[src/rtl/frame_fill_pkg.sv]
// Shared types for the frame fill engine: command modes and controller states.
package frame_fill_pkg;

  typedef enum logic [1:0] {
    MODE_CLEAR     = 2'd0,
    MODE_CHECKER   = 2'd1,
    MODE_RECT      = 2'd2,
    MODE_END_FRAME = 2'd3
  } fill_mode_t;

  typedef enum logic [1:0] {
    ST_IDLE      = 2'd0,
    ST_FILL      = 2'd1,
    ST_WAIT_SWAP = 2'd2
  } fill_state_t;

endpackage

[src/rtl/frame_fill_engine_scanner.sv]
// Clipped-rectangle raster counter: walks x fastest, then y, keeping a row base
// so the linear address never needs a multiplier.
module fill_scanner #(
  parameter int H      = 640,
  parameter int V      = 480,
  parameter int X_W    = 10,
  parameter int Y_W    = 9,
  parameter int ADDR_W = 19
) (
  input  logic              clk,
  input  logic              rst_n,
  input  logic              ce,
  input  logic              i_start,
  input  logic              i_step,
  input  logic [X_W-1:0]    i_x0,
  input  logic [X_W-1:0]    i_x1,
  input  logic [Y_W-1:0]    i_y0,
  input  logic [Y_W-1:0]    i_y1,
  output logic [X_W-1:0]    o_x,
  output logic [Y_W-1:0]    o_y,
  output logic [ADDR_W-1:0] o_addr,
  output logic              o_last
);

  localparam logic [X_W-1:0] LP_X_MAX = X_W'(H - 1);
  localparam logic [Y_W-1:0] LP_Y_MAX = Y_W'(V - 1);

  logic [X_W-1:0]    r_x, r_x_start, r_x_end;
  logic [Y_W-1:0]    r_y, r_y_end;
  logic [ADDR_W-1:0] r_row_base;

  // y*H as a sum of shifted copies of the constant H
  function automatic logic [ADDR_W-1:0] row_offset(input logic [Y_W-1:0] y_in);
    logic [ADDR_W-1:0] acc;
    acc = '0;
    for (int i = 0; i < Y_W; i++)
      if (y_in[i]) acc = acc + ADDR_W'(H << i);
    return acc;
  endfunction

  always_ff @(posedge clk or negedge rst_n) begin
    if (!rst_n) begin
      r_x        <= '0;
      r_y        <= '0;
      r_x_start  <= '0;
      r_x_end    <= '0;
      r_y_end    <= '0;
      r_row_base <= '0;
    end else if (ce) begin
      if (i_start) begin
        r_x        <= i_x0;
        r_y        <= i_y0;
        r_x_start  <= i_x0;
        r_x_end    <= (i_x1 > LP_X_MAX) ? LP_X_MAX : i_x1;
        r_y_end    <= (i_y1 > LP_Y_MAX) ? LP_Y_MAX : i_y1;
        r_row_base <= row_offset(i_y0);
      end else if (i_step) begin
        if (r_x == r_x_end) begin
          r_x        <= r_x_start;
          r_y        <= r_y + 1'b1;
          r_row_base <= r_row_base + ADDR_W'(H);
        end else begin
          r_x <= r_x + 1'b1;
        end
      end
    end
  end

  assign o_x    = r_x;
  assign o_y    = r_y;
  assign o_addr = r_row_base + ADDR_W'(r_x);
  assign o_last = (r_x == r_x_end) && (r_y == r_y_end);

endmodule

[src/rtl/frame_fill_engine.sv]
// Drawing engine: accepts one command at a time, rasterises it into pixel writes,
// and parks on END_FRAME until the display swaps buffers.
//   state        | meaning
//   ST_IDLE      | cmd_ready=1, waiting for a command
//   ST_FILL      | one pixel write per ce cycle over the scan region
//   ST_WAIT_SWAP | frame closed, waiting for swap
module frame_fill_engine #(
  parameter  int HOR_ACTIVE_PIXELS = 640,
  parameter  int VER_ACTIVE_PIXELS = 480,
  parameter  int PIXEL_WIDTH       = 1,
  parameter  int CELL_LOG2         = 0,
  localparam int X_W    = $clog2(HOR_ACTIVE_PIXELS),
  localparam int Y_W    = $clog2(VER_ACTIVE_PIXELS),
  localparam int ADDR_W = $clog2(HOR_ACTIVE_PIXELS * VER_ACTIVE_PIXELS)
) (
  input  logic                   clk,
  input  logic                   rst_n,
  input  logic                   ce,
  input  logic                   cmd_valid,
  output logic                   cmd_ready,
  input  logic [1:0]             cmd_mode,
  input  logic [X_W-1:0]         cmd_x0,
  input  logic [X_W-1:0]         cmd_x1,
  input  logic [Y_W-1:0]         cmd_y0,
  input  logic [Y_W-1:0]         cmd_y1,
  input  logic [PIXEL_WIDTH-1:0] cmd_color0,
  input  logic [PIXEL_WIDTH-1:0] cmd_color1,
  input  logic                   swap,
  output logic                   frame_done,
  output logic                   wr_en,
  output logic [ADDR_W-1:0]      wr_addr,
  output logic [PIXEL_WIDTH-1:0] wr_data
);
  import frame_fill_pkg::*;

  localparam logic [X_W:0] LP_H_EXT = (X_W + 1)'(HOR_ACTIVE_PIXELS);
  localparam logic [Y_W:0] LP_V_EXT = (Y_W + 1)'(VER_ACTIVE_PIXELS);

  fill_state_t r_state, w_next_state;
  fill_mode_t  r_mode, w_cmd_mode;

  logic [PIXEL_WIDTH-1:0] r_color0, r_color1, r_wr_data, w_pixel;
  logic [ADDR_W-1:0]      r_wr_addr, w_addr;
  logic                   r_wr_en, r_frame_done;
  logic                   w_accept, w_start, w_write, w_done;
  logic                   w_rect_empty, w_last, w_cell_odd;
  logic [X_W-1:0]         w_sx0, w_sx1, w_x;
  logic [Y_W-1:0]         w_sy0, w_sy1, w_y;

  assign w_cmd_mode = fill_mode_t'(cmd_mode);

  // Emptiness uses the unclipped bounds; clipping only trims the far edges
  assign w_rect_empty = (cmd_x0 > cmd_x1) || (cmd_y0 > cmd_y1) ||
                        ({1'b0, cmd_x0} >= LP_H_EXT) || ({1'b0, cmd_y0} >= LP_V_EXT);

  assign w_sx0 = (w_cmd_mode == MODE_RECT) ? cmd_x0 : '0;
  assign w_sx1 = (w_cmd_mode == MODE_RECT) ? cmd_x1 : X_W'(HOR_ACTIVE_PIXELS - 1);
  assign w_sy0 = (w_cmd_mode == MODE_RECT) ? cmd_y0 : '0;
  assign w_sy1 = (w_cmd_mode == MODE_RECT) ? cmd_y1 : Y_W'(VER_ACTIVE_PIXELS - 1);

  fill_scanner #(
    .H      (HOR_ACTIVE_PIXELS),
    .V      (VER_ACTIVE_PIXELS),
    .X_W    (X_W),
    .Y_W    (Y_W),
    .ADDR_W (ADDR_W)
  ) u_scanner (
    .clk     (clk),
    .rst_n   (rst_n),
    .ce      (ce),
    .i_start (w_start),
    .i_step  (w_write),
    .i_x0    (w_sx0),
    .i_x1    (w_sx1),
    .i_y0    (w_sy0),
    .i_y1    (w_sy1),
    .o_x     (w_x),
    .o_y     (w_y),
    .o_addr  (w_addr),
    .o_last  (w_last)
  );

  assign w_cell_odd = (|((w_x >> CELL_LOG2) & X_W'(1))) ^ (|((w_y >> CELL_LOG2) & Y_W'(1)));
  assign w_pixel    = (r_mode == MODE_CHECKER && w_cell_odd) ? r_color1 : r_color0;

  always_comb begin
    w_next_state = r_state;
    w_accept     = 1'b0;
    w_start      = 1'b0;
    w_write      = 1'b0;
    w_done       = 1'b0;
    case (r_state)
      ST_IDLE: begin
        if (cmd_valid) begin
          w_accept = 1'b1;
          case (w_cmd_mode)
            MODE_END_FRAME: w_next_state = ST_WAIT_SWAP;
            MODE_RECT: begin
              if (!w_rect_empty) begin
                w_start      = 1'b1;
                w_next_state = ST_FILL;
              end
            end
            default: begin
              w_start      = 1'b1;
              w_next_state = ST_FILL;
            end
          endcase
        end
      end
      ST_FILL: begin
        w_write = 1'b1;
        if (w_last) w_next_state = ST_IDLE;
      end
      ST_WAIT_SWAP: begin
        if (swap) begin
          w_done       = 1'b1;
          w_next_state = ST_IDLE;
        end
      end
      default: w_next_state = ST_IDLE;
    endcase
  end

  always_ff @(posedge clk or negedge rst_n) begin
    if (!rst_n) begin
      r_state      <= ST_IDLE;
      r_mode       <= MODE_CLEAR;
      r_color0     <= '0;
      r_color1     <= '0;
      r_wr_en      <= 1'b0;
      r_wr_addr    <= '0;
      r_wr_data    <= '0;
      r_frame_done <= 1'b0;
    end else if (ce) begin
      r_state      <= w_next_state;
      r_wr_en      <= w_write;
      r_frame_done <= w_done;
      if (w_accept) begin
        r_mode   <= w_cmd_mode;
        r_color0 <= cmd_color0;
        r_color1 <= cmd_color1;
      end
      if (w_write) begin
        r_wr_addr <= w_addr;
        r_wr_data <= w_pixel;
      end
    end
  end

  assign cmd_ready  = (r_state == ST_IDLE);
  assign frame_done = r_frame_done;
  assign wr_en      = r_wr_en;
  assign wr_addr    = r_wr_addr;
  assign wr_data    = r_wr_data;

endmodule

[config.mk]
export PLATFORM = sky130hd
export DESIGN_NAME = frame_fill_engine
export DESIGN_NICKNAME = d
export VERILOG_FILES = /design/src/rtl/frame_fill_pkg.sv /design/src/rtl/frame_fill_engine_scanner.sv /design/src/rtl/frame_fill_engine.sv
export SDC_FILE = /design/constraint.sdc
export NUM_CORES = 1
export LEC_CHECK = 0
export ABC_CLOCK_PERIOD_IN_PS = 2600
export CAP_MARGIN = 20
export CORE_ASPECT_RATIO = 1.75
export CORE_MARGIN = 4
export CORE_UTILIZATION = 57
export DETAILED_ROUTE_END_ITERATION = 6
export PLACE_DENSITY = 0.91
export SLEW_MARGIN = 30
export SYNTH_ARGS = -nofsm -noshare
export SYNTH_HDL_FRONTEND = slang
export SYNTH_HIERARCHICAL = 1
export SYNTH_SLANG_ARGS = --single-unit
export TNS_END_PERCENT = 10
[constraint.sdc]
create_clock -name clk -period 2.6 [get_ports clk]
set_input_delay 0.39 -clock clk [delete_from_list [all_inputs] [get_ports clk]]
set_output_delay 0.39 -clock clk [all_outputs]
set_load 0.02 [all_outputs]
Word level (Yosys, flattened, before mapping). Cells that the tools add are included.

Register bits after elaboration: 95. Input port bits: 47. Word-level logic and storage cells: 114.

Equal/unequal tests: 11. Reductions and logical operators: 14. $lt $le $gt $ge: 6. Mux-type cells: 56. $add $sub $neg: 12. Bitwise operators: 1.

Operators with widths (count): 2-to-1 mux 19 bit (27); 2-to-1 mux 10 bit (7); 2-to-1 mux 9 bit (6); adder 19 x 10 -> 19 bit (1); adder 19 x 10 -> 19 bit (second input constant) (1); adder 19 x 11 -> 19 bit (second input constant) (1); adder 19 x 12 -> 19 bit (second input constant) (1); adder 19 x 13 -> 19 bit (second input constant) (1); adder 19 x 14 -> 19 bit (second input constant) (1); adder 19 x 15 -> 19 bit (second input constant) (1); adder 19 x 16 -> 19 bit (second input constant) (1); adder 19 x 17 -> 19 bit (second input constant) (1); adder 19 x 18 -> 19 bit (second input constant) (1); adder 10 x 1 -> 10 bit (second input constant) (1); equality test 10 bit (1); greater-or-equal comparator 10 bit (second input constant) (1); greater-than comparator 10 bit (1); greater-than comparator 10 bit (second input constant) (1); adder 9 x 1 -> 9 bit (second input constant) (1); equality test 9 bit (1); greater-or-equal comparator 9 bit (second input constant) (1); greater-than comparator 9 bit (1); greater-than comparator 9 bit (second input constant) (1); 2-to-1 mux 1 bit (9); 17 further kinds (31).

Logic depth before layout (Yosys ltp).
Depth in word-level cells: 41. Mapped depth: 28. Gate-level depth less buffers: 26.

Modules after synthesis. Netlist, hierarchy kept.

By module, submodules not included: fill_scanner (cells each 474, area an instance 3971.3 µm², sequential area each 1501.4 µm², instances 1); frame_fill_engine (cells each 205, area an instance 1875.5 µm², sequential area each 700.7 µm², instances 1).

Least setup slack after synthesis. Ideal clock, no wire load.

Kind: input to register. Start point: input port cmd_mode[1]. End point: register u_scanner.r_row_base[17]. Stages: 26. Slack: -3101 ps. Data arrival time: 5577 ps. Setup time: 124 ps. Path buffers: 2. Required time: 2476 ps. Cell sequence: nor2b_1 clkbuf_1 clkbuf_1 and2_1 ha_1 mux2_2 ha_1 mux2_2 ha_1 nand2b_1 o21a_1 ha_1 nor2b_1 nor2_1 a2111o_1 ha_1 mux2i_2 inv_1 ha_1 nor2b_1 nor3_1 or2_1 ha_1 nand2b_1 and3_1 o31a_1.

Word-level cells in the longest chain between the ends: 36.

RTL lines: from (decl) (line frame_fill_engine.sv:21) `input logic [1:0] cmd_mode,`; equality test 2 bit * (line frame_fill_engine.sv:58) `assign w_sy0 = (w_cmd_mode == MODE_RECT) ? cmd_y0 : '0;`; 2-to-1 mux 9 bit * (line frame_fill_engine.sv:58); named net w_sy0[0] (line frame_fill_engine.sv:48) `logic [Y_W-1:0] w_sy0, w_sy1, w_y;`; 2-to-1 mux 10 bit * (line frame_fill_engine_scanner.sv:37) `if (y_in[i]) acc = acc + ADDR_W'(H << i);`; 2-to-1 mux 19 bit * (line frame_fill_engine_scanner.sv:50) `if (i_start) begin`; 2-to-1 mux 19 bit * (line frame_fill_engine_scanner.sv:49) `end else if (ce) begin`; adder 19 x 11 -> 19 bit (line frame_fill_engine_scanner.sv:37); 2-to-1 mux 19 bit * (line frame_fill_engine_scanner.sv:37); (+21 left out); 2-to-1 mux 19 bit * (line frame_fill_engine_scanner.sv:49); adder 19 x 17 -> 19 bit (line frame_fill_engine_scanner.sv:37); 2-to-1 mux 19 bit * (line frame_fill_engine_scanner.sv:37); 2-to-1 mux 19 bit * (line frame_fill_engine_scanner.sv:50); 2-to-1 mux 19 bit * (line frame_fill_engine_scanner.sv:49); adder 19 x 18 -> 19 bit (line frame_fill_engine_scanner.sv:37); 2-to-1 mux 19 bit * (line frame_fill_engine_scanner.sv:37); 2-to-1 mux 19 bit * (line frame_fill_engine_scanner.sv:50); to (signal assigned) (line frame_fill_engine_scanner.sv:56) `r_row_base <= row_offset(i_y0);`; to (signal assigned) (line frame_fill_engine_scanner.sv:61) `r_row_base <= r_row_base + ADDR_W'(H);`; to (decl) (line frame_fill_engine_scanner.sv:30) `logic [ADDR_W-1:0] r_row_base;`.

Mark *: on every way through the listed nets, which the timed path passes. The rest lies on a longest branch. The select of a mux whose other input is x is not followed. A chain may end at the register's enable or synchronous reset.

Final worst setup path. Ends and elaborated chain as after synthesis.

==> results.toml <==
[hold_path]
worstHoldPathType = "input port to asynchronous set/reset pin"

[pwr]
p_int_mw = 4.13
powerDensity_nw_per_um2 = 810
power_mw = 6.99
switching_share_pct = 40.9
switchingPower_mw = 2.86
power.share.sequential_pct = 34.1
pwr-share-comb_pct = 45.0
leakagePower_nw = 4.06
power.share.clock_pct = 20.9
peakVddDrop_mv = 0.806

[die]
fp.dieW_um = 84.5
ios = 70
dieArea_um2 = 12000
fp-row-count = 48
start_util_pct = 58.6
coreArea_um2 = 9970
die-height_um = 142

[final_layout]
insertedDiodeCount = 0
drive_gt1_share_pct = 35.4
n_fill_cell = 410
multi_input_area_um2 = 4020
ff_latch_area_um2 = 2200
synthToLayoutAreaGrowth_pct = 47.7
stdcell_count = 980
fin_nets = 930

[global_routing]
grt_pass1_wl_um = 32400
grt.overflow.total = 0
antenna_found_initial = 0
grt_pass1_vias = 6524
grt_max_degree = 49
grt_util_all_layers_pct = 33.9

[sta]
period_needed_ps = 4920
clock_skew_ps = 12.4
final_max_slew_viol_count = 0
period_share_pct = 189
worst_pin_slew_ps = 648
rsz0062_at_grt = "true"
slew_headroom_pct = 56.8
timing.hold.ws_ps = 66.9
setup_slack_ps = -2320
hold_violations = 0
setup_viol = 35
max_freq_mhz = 203

[run]
maxCapViolations = 0

[placed_design]
dp.cells = 936
globalplace.congestion = 0.926
dpl.hpwl_um = 13200
portBuffers = 69

[setup_path]
crit_type = "input port to register"
crit_path_top_delay_cell = "a2111o_1"
cp-end-kind = "register"
startpoint_type = "input port"
crit_required_ps = 2830
slowest_delay_ps = 410
crit_fanout = 4
crit_arrival_ps = 5160
cp_common_cell = "ha_4"

[synthesis]
synthesis.nets = 758
yosys_warnings = 6
synthCells = 678
syn_avg_cell_area_um2 = 8.61
syn-cell-area_um2 = 5840

[drt]
drtAntennaViolNets = 0
detail_route.wirelength_um = 25400
drtIter0Drc = 1117
drc_errors = 0
dr.pass1.iters = 7
wl_per_cell_um = 25.9
vias = 6879
via_per_inst = 7.02

[outcome]
outcome = "finished with violations"
violations = "setup timing"

[clocking]
h-tree-depth = 3
numCtsBuffers = 9
clock_sinks = 88
insertion_delay_ps = 360
clock-root-buffer = "clkbuf_16"
cts.clk_slew.worst_paths_ps = 60
cts_tree = "built"
cts_max_path_buffers = 2
postCtsHoldBufs = 0
[registers in the layout (all words and copies together), names as in the netlist]
name / flops
r_mode: 2
wr_data: 1
r_color0: 1
u_scanner/o_x: 10
u_scanner/r_x_start: 10
u_scanner/r_y_end: 9
u_scanner/r_row_base: 12
wr_addr: 19
r_color1: 1
wr_en: 1
frame_done: 1
u_scanner/o_y: 9
u_scanner/r_x_end: 10
r_state: 2
[path summary, 6_finish.rpt]
check                                          start  slack [ps]                       end  cells past startpoint
min in group clk                         cmd_mode[1]         390                 r_mode[1]                      4
max in group asynchronous                      rst_n        1880      u_scanner/r_x_end[4]                      2
worst min-delay path                           rst_n          70  u_scanner/r_row_base[18]                      1
worst min register to register            wr_addr[4]         500                wr_addr[4]                      1
worst max register to register  u_scanner/r_x_end[6]         -60                r_state[0]                      8
worst max-delay path                     cmd_mode[1]       -2320  u_scanner/r_row_base[17]                     27
[critical path: cells and delay by family]
kind                     cells  cell delay (ps)
multiplexers                 3              600
buffers and inverters        3              230
AND/OR/NAND/NOR             10             1560
adder cells (fa/ha/maj)      8             1560
AO/OA/AOI/OAI                3              770
[repair_timing]
action	CTS	global route
pin swaps	17	45
endpoints found under the setup margin	60	61
resized for setup	39	174
buffers inserted	10	22
[final cells by class]
| type | count | area share [%] |
|---|---|---|
| Clock inverter | 7 | 1.10 |
| Inverter | 35 | 1.64 |
| Timing Repair Buffer | 204 | 20.6 |
| Sequential cell | 88 | 25.5 |
| Multi-Input combinational cell | 512 | 46.7 |
| Clock buffer | 9 | 2.61 |
| Tap cell | 125 | 1.81 |
[layer usage]
metal	track usage (%)	up-vias	part of all wire [%]
li1	-	2699	-
met1	36.5	3260	32
met3	6.33	249	9.7
met2	59.1	671	49
met4	23.4	0	9.4
met5	0	-	0
[power by group through the flow]
stage | sequential (mW) | combinational (mW) | clock [mW]
finish | 2.38 | 3.15 | 1.46
global route | 2.39 | 3.28 | 1.51
CTS | 2.28 | 2.64 | 1.42
detailed placement | 2.29 | 2.54 | 0
global placement | 2.25 | 2.40 | 0
floorplan | 2.34 | 1.41 | 0
[stage by stage]
stage	TNS (ps)	instance area [um^2]	worst slack, ps	utilization (%)
4_1_cts	-32130	7970	-2410	80.0
2_1_floorplan	-14770	5990	-2540	-
3_3_place_gp	-53600	7460	-2930	74.9
6_report	-11960	8620	-2320	86.5
5_1_grt	-16430	8620	-2470	86.5
3_5_place_dp	-62390	7460	-3300	74.9
[cell usage in the layout, fill, tap and decap left out, drive strengths merged, types with 4 or more instances in the layout]
cell             n
nand4           12
and3            12
mux2i            8
and2            25
xor2            31
xnor2           19
nor3            14
nor2b            5
inv             36
dfrtp           88
clkdlybuf4s50   28
o22a            12
ha              33
nand3           19
o22ai           10
nor2            29
dlymetal6s2s    15
a21oi           39
nand2b           8
nor4             7
o21a             4
a211oi          12
clkbuf          25
nand2          112
mux2            22
buf            144
o21ai           46
Power figures use the tool's default switching activity.
==> variant 1, RTL diff (same flow settings) <==
Set the parameter `VER_ACTIVE_PIXELS` to 960 (it was 480).
--- a/src/rtl/frame_fill_engine.sv
+++ b/src/rtl/frame_fill_engine.sv
@@ -6,7 +6,7 @@
 //   ST_WAIT_SWAP | frame closed, waiting for swap
 module frame_fill_engine #(
   parameter  int HOR_ACTIVE_PIXELS = 640,
-  parameter  int VER_ACTIVE_PIXELS = 480,
+  parameter  int VER_ACTIVE_PIXELS = 960,
   parameter  int PIXEL_WIDTH       = 1,
   parameter  int CELL_LOG2         = 0,
   localparam int X_W    = $clog2(HOR_ACTIVE_PIXELS),
Interface: changed (resized cmd_y0, cmd_y1 and wr_addr); port bits go from 70 to 73. No check against the original RTL was run, so the function may have changed too.
==> variant 1 against the original RTL <==
The flow still finishes with violations (negative setup slack). Design area increased by 0.89%. Non-clock buffer count decreased by 9. Die area increased by 6.3%. Sequential power increased by 6%. Setup slack got worse by 0.41 ns. Wire length decreased by 16%. Register-to-register slack got worse by 0.12 ns. Sequential cell count increased by 4. Critical path depth increased by 3. Total power decreased by 4.3%. Final cell count increased by 3.0%. Area after synthesis increased by 6.8%. Critical path type unchanged. Highest routed layer unchanged.
==> variant 1: results (changes against the original RTL) <==
status: finished with violations
failing checks: negative setup slack
met2 wire length: 10.90 mm (-12%)
worst-path fanout max: 2 (-2)
layout cells sized above 1: 29.01% (-6.4 points)
placed instance count: 982 (+4.9%)
Port Buffers: 72 (+4.3%)
Routability Congestion: 0.9011 (-2.7%)
Sw Pwr: 2.620 mW (-8.4%)
drt via density: 6.464 (-7.9%)
CLK BUF: 10 (+1)
drt initial violations: 765 (-32%)
largest net degree at the start of global routing: 78 (+59%)
DR pass1 iterations: 5 (-2)
syn nets: 794 (+4.7%)
Syn Area/Cell: 8.781 um2 (+2.0%)
Total Wirelength: 21.30 mm (-16%)
number of global-route vias before repair: 6808 (+4.4%)
fillcell total: 556 (+36%)
class of the worst hold path: in -> reg
Final Cell Area: 8698 um2 (+0.89%)
post_cts resized: 93 (+140%)
ClkCell Share: 3.308% (-0.41 points)
critical path endpoint: u_scanner/r_row_base[18]
inverter count: 38 (+8.6%)
Max IR drop VDD: 628.4 uV (-22%)
Slowest-stage cell, CP: or3_4
hold buffers post-CTS: 1 (+1)
#MultiIn Comb: 538 (+5.1%)
area of the multi-input gates: 4091 um2 (+1.7%)
met3 usage: 5.985% (-0.35 points)
area grow syn2layout: 39.51%
Final Skew: 0.009239 ns (-0.003123 ns)
Total Power: 6.686 mW (-4.3%)
RR Endpoint: u_scanner/r_row_base[19]
met3 wire len: 1.579 mm (-36%)
Seq pwr share: 37.7% (+3.6 points)
r2r startpoint: u_scanner/r_row_base[7]
Signal buf overhead: 19.62% (-1.0 points)
DP HPWL: 13.20 mm (-0.23%)
# nets final: 958 (+3.0%)
Post-Place Worst Slack: -3.330 ns (-0.03413 ns)
crit path DAT: 5.62 ns (+0.46 ns)
setup slack after layout: -2.736 ns (-0.4145 ns)
first-pass GRT wire length: 32.65 mm (+0.70%)
Post-Layout Cell Count: 1009 (+3.0%)
CP max stage delay: 0.38 ns (-0.03 ns)
Tightest Pin Transition: 0.7036 ns (+0.05515 ns)
max reg flops: 20 (+1)
sequential share of cell area: 26.47% (+0.93 points)
setup violators final: 63 (+80%)
## variant 1: cell types whose count changed in the layout (fill, tap and decap cells not counted), moves of 13 or more
cell	delta
clkbuf_2	-16
clkdlybuf4s50_1	+27
dlygate4sd2_1	+13
dlymetal6s2s_1	-15
inv_1	+16
## variant 1: how the worst min path moves through the flow
| stage | slack [ns] | end | from | depth (start not counted) |
|---|---|---|---|---|
| global route | 0.37 | r_mode[1] | cmd_mode[1] | 4 |
| CTS | 0.35 | r_mode[0] | cmd_mode[0] | 4 |
| global placement | 0.26 | wr_addr[1] | rst_n | 1 |
| detailed placement | 0.27 | wr_addr[1] | rst_n | 1 |
| floorplan | 0.09 | frame_done | rst_n | 0 |
| finish | 0.36 | r_mode[1] | cmd_mode[1] | 4 |
## variant 1: critical path, delay by kind of cell
kind	cells	cell delay, ns
AO/OA/AOI/OAI	3	0.51
adder cells (fa/ha/maj)	9	1.77
AND/OR/NAND/NOR	13	1.91
buffers and inverters	2	0.30
multiplexers	3	0.73
==> variant 2, RTL diff (config.mk and constraints unchanged) <==
Without the edit above. Re-encode `fill_state_t` (3 states) as one-hot, 3 bits wide.
--- a/src/rtl/frame_fill_pkg.sv
+++ b/src/rtl/frame_fill_pkg.sv
@@ -8,10 +8,10 @@
     MODE_END_FRAME = 2'd3
   } fill_mode_t;
 
-  typedef enum logic [1:0] {
-    ST_IDLE      = 2'd0,
-    ST_FILL      = 2'd1,
-    ST_WAIT_SWAP = 2'd2
+  typedef enum logic [2:0] {
+    ST_IDLE      = 3'b001,
+    ST_FILL      = 3'b010,
+    ST_WAIT_SWAP = 3'b100
   } fill_state_t;
 
 endpackage
Formal check against the unedited RTL: same outputs for any inputs over 4 cycles, from zero or initial values and one cycle with rst_n low; so few cycles prove little.
==> variant 2 against the original RTL <==
Utilization shrank 6.6 points. Sequential share of layout area grew 1.7 points. Total power is 14% lower. Setup slack better by 0.066 ns. First-iteration DRC count down 50%. Design area decreased by 5.1%. Non-clock buffer count decreased by 25. The run still ends with negative setup slack left. Critical endpoint unchanged. Critical path type unchanged. Clock skew is 0.0036 ns lower. Wire length down 31%. Maximum frequency rose by 1.4%. Largest cell class unchanged. Area after synthesis increased by 1.5%. Largest power group unchanged. Via count decreased by 15%. Clock power down 9.6%. Sequential cell count grew 1.
==> variant 2: results (changes against the original RTL) <==
Lkg Pwr: 3.747 nW (-7.8%)
# nets final: 900 (-3.2%)
status: finished with violations
Routability Congestion: 0.8787 (-5.1%)
gr usage total: 29.20% (-4.7 points)
crit path DAT: 5.08 ns (-0.08 ns)
layout cells sized above 1: 27.76% (-7.7 points)
Post-Place Worst Slack: -3.055 ns (+0.2407 ns)
Setup TNS: -16.71 ns (-4.756 ns)
Slew HR: 63.00% (+6.2 points)
setup violators final: 63 (+80%)
Routed met1 length: 6.367 mm (-22%)
DR pass1 iterations: 5 (-2)
met3 wire len: 1.072 mm (-56%)
syn nets: 753 (-0.66%)
largest net degree at the start of global routing: 48 (-2.0%)
met2 wire length: 9.356 mm (-24%)
failing checks: negative setup slack
Final Skew: 0.008786 ns (-0.003575 ns)
drt initial violations: 555 (-50%)
drt via density: 6.130 (-13%)
first-pass GRT wire length: 28.52 mm (-12%)
DP HPWL: 12.39 mm (-6.4%)
number of global-route vias before repair: 6059 (-7.1%)
setup slack after layout: -2.255 ns (+0.06592 ns)
## variant 2: path summary, 6_finish.rpt
| kind | from | to | slack [ns] | cells after the start |
|---|---|---|---|---|
| hold / removal | rst_n | wr_addr[4] | 0.03 | 1 |
| setup reg to reg | u_scanner/o_x[8] | r_color0 | -0.04 | 9 |
| max in group asynchronous | rst_n | u_scanner/o_y[1] | 1.91 | 2 |
| hold reg to reg | u_scanner/r_x_start[8] | u_scanner/r_x_start[8] | 0.48 | 2 |
| setup / recovery | cmd_mode[0] | u_scanner/r_row_base[17] | -2.26 | 27 |
| min in group clk | cmd_mode[0] | r_mode[0] | 0.40 | 3 |
## variant 2: cell type report
class	count	area (um2)
Clock buffer	9	225.2
Inverter	31	116.4
Clock inverter	7	76.32
Multi-Input combinational cell	510	3782
Fill cell	616	2057
Timing Repair Buffer	179	1594
Sequential cell	89	2228
Tap cell	127	158.9
## variant 2: repair_timing
item | 4_1_cts | 5_1_grt
pin swaps | 30 | 23
gates resized for setup | 67 | 17
setup buffers | 6 | 5
setup endpoints to repair | 64 | 64
## variant 2: per-layer routing
layer	track usage (%)	vias to the layer above
met5	0	-
met2	52.58	289
met1	32.02	2797
li1	-	2659
met3	4.792	91
met4	16.51	0
## variant 2: per-stage QoR
step	cells	hold WS (ns)	area (um2)	power (mW)
final	952	0.03324	8182	5.979
after global placement	930	0.4102	7517	4.361
after floorplan	673	0.09441	6068	3.555
after global routing	952	0.07778	8182	6.288
after detailed placement	930	0.4146	7517	4.495
after CTS	950	0.04544	8089	5.925
## variant 2: critical path, cell delays in order
cell	delay, ns
buf_8	0.10
nor2b_4	0.19
and2_4	0.20
ha_4	0.20
mux2_4	0.27
ha_4	0.16
inv_2	0.06
ha_4	0.19
mux2i_1	0.16
ha_1	0.26
nand2b_4	0.15
o21a_4	0.12
ha_4	0.16
nor2b_4	0.16
nor2_1	0.07
a2111o_1	0.42
ha_4	0.19
nor2_4	0.15
xor2_2	0.19
ha_4	0.17
nor2b_4	0.04
o21a_1	0.12
or2_1	0.26
ha_2	0.18
nand2b_4	0.13
and3_4	0.16
o31a_1	0.23
## variant 2: power by group through the flow
| stage | combinational (mW) | sequential [mW] | clock [mW] |
|---|---|---|---|
| 6_report | 2.44 | 2.22 | 1.32 |
| 5_1_grt | 2.63 | 2.27 | 1.38 |
| 4_1_cts | 2.38 | 2.21 | 1.33 |
| 3_5_place_dp | 2.26 | 2.23 | 0 |
| 3_3_place_gp | 2.17 | 2.19 | 0 |
| 2_1_floorplan | 1.27 | 2.29 | 0 |
